**src/rtl/wb_gpio_edge.sv**
```systemverilog
// Wishbone B3 GPIO slave: synchronised inputs, set/clear outputs, edge IRQs.
// Ports: wb_* bus slave, gpio_i pins in, gpio_o/gpio_dir_o pins out, irq_o level.
module wb_gpio_edge #(
    parameter int          GPIO_WIDTH     = 8,
    parameter logic [31:0] IRQ_RESET_MASK = 32'h0
) (
    input  logic                  wb_clk_i,
    input  logic                  wb_rst_i,
    input  logic [4:0]            wb_adr_i,
    input  logic [31:0]           wb_dat_i,
    input  logic [3:0]            wb_sel_i,
    input  logic                  wb_we_i,
    input  logic                  wb_cyc_i,
    input  logic                  wb_stb_i,
    output logic [31:0]           wb_dat_o,
    output logic                  wb_ack_o,
    input  logic [GPIO_WIDTH-1:0] gpio_i,
    output logic [GPIO_WIDTH-1:0] gpio_o,
    output logic [GPIO_WIDTH-1:0] gpio_dir_o,
    output logic                  irq_o
);
    localparam int W = GPIO_WIDTH;

    logic [W-1:0] sync1, sync2, prev;
    logic [W-1:0] data_out, dir, irq_mask, irq_status, edge_sel;
    logic [W-1:0] wmask, wbits, w1c, edge_evt;
    logic [31:0]  lane_mask, wdata, rdata;
    logic [2:0]   idx;
    logic         txn, wr;
    logic         unused_bits;

    // The ack itself blocks a second transaction, so a held strobe
    // alternates ack / no-ack.
    assign txn = wb_cyc_i & wb_stb_i & ~wb_ack_o;
    assign wr  = txn & wb_we_i;
    assign idx = wb_adr_i[4:2];

    assign lane_mask = {{8{wb_sel_i[3]}}, {8{wb_sel_i[2]}},
                        {8{wb_sel_i[1]}}, {8{wb_sel_i[0]}}};
    assign wdata = wb_dat_i & lane_mask;
    assign wmask = lane_mask[W-1:0];
    assign wbits = wdata[W-1:0];

    assign w1c = (wr && idx == 3'd6) ? wbits : '0;

    assign edge_evt = (~edge_sel & sync2 & ~prev)
                    | ( edge_sel & ~sync2 & prev);

    assign unused_bits = ^{wb_adr_i[1:0], lane_mask, wdata};

    always_comb begin
        rdata = '0;
        unique case (idx)
            3'd0:    rdata[W-1:0] = sync2;
            3'd1:    rdata[W-1:0] = data_out;
            3'd2:    rdata[W-1:0] = dir;
            3'd5:    rdata[W-1:0] = irq_mask;
            3'd6:    rdata[W-1:0] = irq_status;
            3'd7:    rdata[W-1:0] = edge_sel;
            default: rdata = '0;
        endcase
    end

    always_ff @(posedge wb_clk_i) begin
        if (wb_rst_i) begin
            sync1      <= '0;
            sync2      <= '0;
            prev       <= '0;
            data_out   <= '0;
            dir        <= '0;
            irq_mask   <= IRQ_RESET_MASK[W-1:0];
            irq_status <= '0;
            edge_sel   <= '0;
            wb_ack_o   <= 1'b0;
            wb_dat_o   <= '0;
        end else begin
            sync1    <= gpio_i;
            sync2    <= sync1;
            prev     <= sync2;
            wb_ack_o <= txn;
            wb_dat_o <= txn ? rdata : 32'h0;
            if (wr) begin
                case (idx)
                    3'd1:    data_out <= (data_out & ~wmask) | wbits;
                    3'd2:    dir      <= (dir & ~wmask) | wbits;
                    3'd3:    data_out <= data_out | wbits;
                    3'd4:    data_out <= data_out & ~wbits;
                    3'd5:    irq_mask <= (irq_mask & ~wmask) | wbits;
                    3'd7:    edge_sel <= (edge_sel & ~wmask) | wbits;
                    default: ;
                endcase
            end
            // A new edge beats a simultaneous write-1-to-clear.
            irq_status <= (irq_status & ~w1c) | edge_evt;
        end
    end

    assign gpio_o     = data_out;
    assign gpio_dir_o = dir;
    assign irq_o      = |(irq_status & irq_mask);

endmodule

```
**config.mk**
```make
export PLATFORM = sky130hd
export DESIGN_NAME = wb_gpio_edge
export DESIGN_NICKNAME = d
export VERILOG_FILES = /design/src/rtl/wb_gpio_edge.sv
export SDC_FILE = /design/constraint.sdc
export NUM_CORES = 1
export LEC_CHECK = 0
export ABC_AREA = 1
export BUFFER_PORTS_ARGS = -buffer_cell sky130_fd_sc_hd__buf_2
export CAP_MARGIN = 10
export CORE_ASPECT_RATIO = 1.1
export CORE_MARGIN = 2
export CORE_UTILIZATION = 40
export DETAILED_ROUTE_END_ITERATION = 16
export PLACE_DENSITY_LB_ADDON = 0.08
export SLEW_MARGIN = 20
export SYNTH_ARGS = -nofsm -noshare
export SYNTH_HDL_FRONTEND = slang
export SYNTH_SLANG_ARGS = --single-unit
```
**constraint.sdc**
```tcl
create_clock -name wb_clk_i -period 1.4 [get_ports wb_clk_i]
set_input_delay 0.07 -clock wb_clk_i [delete_from_list [all_inputs] [get_ports wb_clk_i]]
set_output_delay 0.07 -clock wb_clk_i [all_outputs]
set_load 0.01 [all_outputs]
```
==> impl_metrics.ini, run 1 <==
[outcome]
status = finished, final reports clean

[synthesis]
synth_edf_count = 0
syn_area_sq_um = 3260
synth.area.top_cells = dfxtp_1 45%, inv_1 7.8%, nand2_1 7.1%, o21ai_0 6.8%, a21oi_1 6.3%
yosysMostFrequentCell = dfxtp_1
synthDistinctLibCells = 29
synth_top_area_frac = 0.449
yosys-top-cells-count = 73 x dfxtp_1, 68 x inv_1, 62 x nand2_1
ys_seq_area_frac = 0.449
yosysTopAreaCell = dfxtp_1
syn_inst = 438
ys_warn_count = 0
async_flop_share = 0
synth_flop_cell = dfxtp_1
ys_ff_latch = 73
syn_area_per_cell_sq_um = 7.44

[finish]
register_area_sq_um = 1460
multi_input_area_sq_um = 1400
finish.instance_area_sq_um = 3970
drive_gt1_frac = 0.202
fill_cells = 806
synthToLayoutAreaGrowth_pct = 22.0
final_nets = 564
diodes = 0

[floorplanning]
die_h_um = 98.6
dieWidth_um = 90.0
die-area_sq_um = 8880
fp-row-count = 34
initial_core_util = 0.412
coreArea_sq_um = 7910
io_pins = 104

[global_route]
grt_pass1_wl_um = 12800
grt_usage = 0.185
antenna_found_initial = 0
globalRouteOverflowTotal = 0
grt_start_max_net_pins = 25
grt_pass1_vias = 2505

[critical_path]
criticalPathCategory = register to register
r2r-start = wb_ack_o
crit_required_ns = 1.66
arrival_ns = 1.63
worstSetupEndpointType = register
worstSetupStartpointType = register
cp_slowest_cell = dfxtp_2
r2r_setup_slack_ns = 0.03
cpPeakStageDelay_ns = 0.32
rr_worst_depth = 5
critical_path.cell_chain = nand3b_1, nor2_2, buf_12, nand3_2, a21oi_1
crit_fanout = 10
critical_path.startpoint = wb_ack_o

[job]
maxCapViolations = 0

[worst_hold_path]
hold_path.class = input port to register
whs_path_depth = 3
hold_start = wb_dat_i[7]

[route]
drt_wl_total_um = 8350
drc = 0
viasPerCell = 4.67
postRouteAntennaNets = 0
vias = 2912
first_pass_iters = 5
wire_per_inst_um = 13.4
drt_iter0_markers = 117

[timing]
fin_ws_ns = 0.0271
drv_slew = 0
hold_viol = 0
max_freq_mhz = 728
min_period_ns = 1.37
rsz0062_at_grt = true
clock_skew_ns = 0.0121
finalSetupViolations = 0
final.period_utilization = 0.981

[cts]
htreeDepth = 3
path_clk_slew_ns = 0.08
cts_buffer_depth = 2
cts_sinks = 73
numCtsBuffers = 9
cts_root_buf = clkbuf_8
cts_tree = yes
clock_latency_ns = 0.34

[place]
postPlaceCellArea_sq_um = 3550
pre_cts_slack_ns = -0.0564
hpwlAfterDp_um = 5810
io_buffers = 50
place_congestion = 0.806

[pwr]
p_total_mw = 4.45
p_leak_nw = 1.75
cellPowerDensity_nw_per_um2 = 1120
peakVddDrop_mv = 0.462
## power breakdown
group | internal (mW) | switching [mW] | total [mW]
Combinational | 0.130 | 0.255 | 0.385
Sequential | 2.12 | 0.0298 | 2.15
Clock | 1.15 | 0.763 | 1.91
Total | 3.40 | 1.05 | 4.45
## cells by family (layout without fill, tap and decap cells)
group,after synthesis,count (layout),share of synthesized area
buf+inv,109,161,0.167
other cells,1,24,0.00115
flops,73,73,0.449
compound gates,98,98,0.157
simple gates,157,159,0.226
## through the flow
| step | hold slack [ns] | TNS, ns | std cells | util |
|---|---|---|---|---|
| after floorplan | 0.177 | 0 | 461 | - |
| after global routing | 0.0519 | -0.525 | 623 | 0.502 |
| after detailed placement | 0.275 | -0.277 | 592 | 0.448 |
| after global placement | 0.268 | -0.0358 | 592 | 0.448 |
| final | 0.0349 | 0 | 623 | 0.502 |
| after CTS | 0.0270 | 0 | 616 | 0.491 |
## worst max-delay path: cells and delay by family, from the launching register on
kind            cells  cell delay [ns]
simple gates        3             0.55
flops               1             0.32
compound gates      1             0.24
buf+inv             1             0.17
## routing by layer
layer  vias up  share of wire  GRT usage  wire, um
met2       102           0.44      0.294      3700
met1      1308           0.49      0.251      4100
met5         -              0          0         0
li1       1497              -          -         -
met3         5          0.054     0.0321       452
met4         0          0.011     0.0757        89
## cell type report
class | instances | share of cell area
Clock buffer | 12 | 0.0416
Clock inverter | 4 | 0.0186
Timing Repair Buffer | 74 | 0.117
Tap cell | 108 | 0.0340
Multi-Input combinational cell | 281 | 0.352
Sequential cell | 73 | 0.368
Inverter | 71 | 0.0683
## layout by cell type (no fill, tap or decap), types with 3 or more instances in the layout
cell	netlist	routed
nand3_4	3	6
clkbuf_8	1	12
nor2_2	3	3
buf_2	1	50
nand2_1	62	62
nand3_2	4	3
o22ai_1	3	3
nand3_1	19	19
o21a_1	3	3
inv_1	68	68
a31oi_1	4	4
a21oi_1	41	41
nor2_1	50	50
dlygate4sd3_1	0	8
dfxtp_1	73	72
conb_1	1	24
o21ai_1	2	18
nand4_1	11	11
o21ai_0	44	26
buf_4	26	14
## how the worst max path moves through the flow
stage | end | slack (ns)
2_1_floorplan | register | 0.12
3_3_place_gp | register | -0.01
3_5_place_dp | register | -0.06
4_1_cts | register | 0.003
5_1_grt | register | -0.06
6_report | register | 0.03
## repair_timing
action | 4_1_cts | 5_1_grt
endpoints found under the hold margin | 8 | 0
gates cloned | 0 | 2
setup buffers | 0 | 5
pin swaps | 0 | 1
resized for setup | 3 | 26
hold buffers | 8 | 0
setup endpoints to repair | 9 | 35
Power figures use the tool's default switching activity.
==> inputs of run 2 (changes only) <==
Settings changed: CORE_MARGIN 2 to not set, PLACE_DENSITY set to 0.71, PLACE_DENSITY_LB_ADDON 0.08 to not set.
==> run 2 against run 1 <==
Compared with the run above: the run now ends with negative setup slack left; clock skew fell by 0.0064 ns; total power fell by 3.0%; wire length fell by 3.8%; via count rose by 4.0%; global-route usage rose by 1.0 points; die area fell by 4.2%; combinational power fell by 3%; critical path type is now register to output port.
==> impl_metrics.ini, run 2 (synthesis results as in run 1) <==
[timing]
drv_slew = 0
rsz0062_at_grt = true
hold_viol = 0
clock_skew_ns = 0.00572
min_period_ns = 1.41
final.period_utilization = 1.01
max_freq_mhz = 710
hold_ws_ns = 0.0193
finalSetupViolations = 1
fin_ws_ns = -0.00935

[place]
io_buffers = 50
place_congestion = 0.928
hpwlAfterDp_um = 5490

[global_route]
grt_usage = 0.195
globalRouteOverflowTotal = 0
grt_pass1_wl_um = 12600
grt_start_max_net_pins = 41
grt_pass1_vias = 2774
antenna_found_initial = 0

[job]
maxCapViolations = 0

[cts]
htreeDepth = 3
cts_sinks = 73
path_clk_slew_ns = 0.07
numCtsBuffers = 9
cts_root_buf = clkbuf_8
cts_tree = yes
clock_latency_ns = 0.36
cts_buffer_depth = 2

[finish]
layout_commonest_cell = dfxtp_1
drive_gt1_frac = 0.191
diodes = 0
final_cell_mix = 71 x dfxtp_1, 68 x inv_1, 62 x nand2_1, 50 x nor2_1, 50 x buf_2
synthToLayoutAreaGrowth_pct = 19.4
postLayoutCoreUtil = 0.491
final_nets = 558

[route]
drt_wl_total_um = 8030
vias = 3028
drt_iter0_markers = 258
postRouteAntennaNets = 0
first_pass_iters = 5
wire_per_inst_um = 13.0
viasPerCell = 4.91
drc = 0

[floorplanning]
initial_core_util = 0.412
io_pins = 104
die-area_sq_um = 8510
fp-row-count = 34
die_h_um = 96.6
coreArea_sq_um = 7910
dieWidth_um = 88.0

[pwr]
p_total_mw = 4.32
cellPowerDensity_nw_per_um2 = 1110
p_leak_nw = 1.71
peakVddDrop_mv = 0.532

[critical_path]
arrival_ns = 1.34
criticalPathCategory = register to output port
crit_fanout = 3
worstSetupEndpointType = output port
rr_worst_depth = 5
crit_required_ns = 1.33
r2r_setup_slack_ns = 0.05
worstSetupStartpointType = register
r2r-start = wb_ack_o

[worst_hold_path]
whs_path_depth = 3
hold_start = wb_dat_i[7]
hold_path.class = input port to register

[outcome]
violations = negative setup slack
status = complete, but fails checks
[run 2: cell types whose count changed in the layout (fill, tap and decap cells not counted), moves of 2 or more]
| cell | before | now |
|---|---|---|
| clkbuf_8 | 12 | 9 |
| buf_4 | 14 | 8 |
| o21ai_1 | 18 | 26 |
| clkinv_2 | 1 | 3 |
| o21ai_0 | 26 | 19 |
[run 2: per-stage QoR]
| stage | area (sq um) | worst slack (ns) | setup TNS (ns) | instances |
|---|---|---|---|---|
| global placement | 3530 | 0.0200 | 0 | 590 |
| CTS | 3830 | 0.00662 | 0 | 614 |
| global route | 3890 | -0.0571 | -0.646 | 617 |
| finish | 3890 | -0.00935 | -0.00935 | 617 |
| detailed placement | 3530 | -0.0540 | -0.239 | 590 |
| floorplan | 3340 | 0.116 | 0 | 461 |
[run 2: repair_timing]
action	4_1_cts	5_1_grt
gates cloned	0	2
hold buffers	8	0
setup buffers	0	1
setup endpoints to repair	9	34
resized for setup	2	32
hold endpoints to repair	8	0
pin swaps	1	7
[run 2: worst max-delay path, cell delays in order (launching register included)]
cell and delay [ns]:
dfxtp_2 0.33, nand2_1 0.06, nand2_1 0.07, a221oi_2 0.21
nand3_1 0.14, buf_2 0.17
[run 2: final cells by class]
cell class	instances	area, sq um
clock buffer	10	128
multi-input combinational	281	1390
timing repair buffer	68	422
tap	108	135
inverter	71	269
sequential	73	1460
clock inverter	6	82.6
fill	799	4030
[run 2: worst max path at each step]
stage / startpoint / end / slack (ns) / cells after the start
after global placement: wb_ack_o / register / 0.02 / 6
after CTS: wb_ack_o / register / 0.007 / 7
after floorplan: wb_ack_o / register / 0.12 / 7
final: irq_status[3] / irq_o / -0.009 / 5
after detailed placement: wb_ack_o / register / -0.05 / 6
after global routing: wb_ack_o / register / -0.06 / 5
[run 2: layer usage]
| metal | up-vias | GRT usage | routed length, um |
|---|---|---|---|
| li1 | 1485 | - | - |
| met1 | 1349 | 0.235 | 3330 |
| met2 | 169 | 0.312 | 3780 |
| met3 | 25 | 0.0444 | 633 |
| met4 | 0 | 0.119 | 288 |
| met5 | - | 0 | 0 |
[run 2: power by group]
part	internal (mW)	switching [mW]
Sequential	2.13	0.0276
Clock	0.994	0.798
Combinational	0.125	0.249
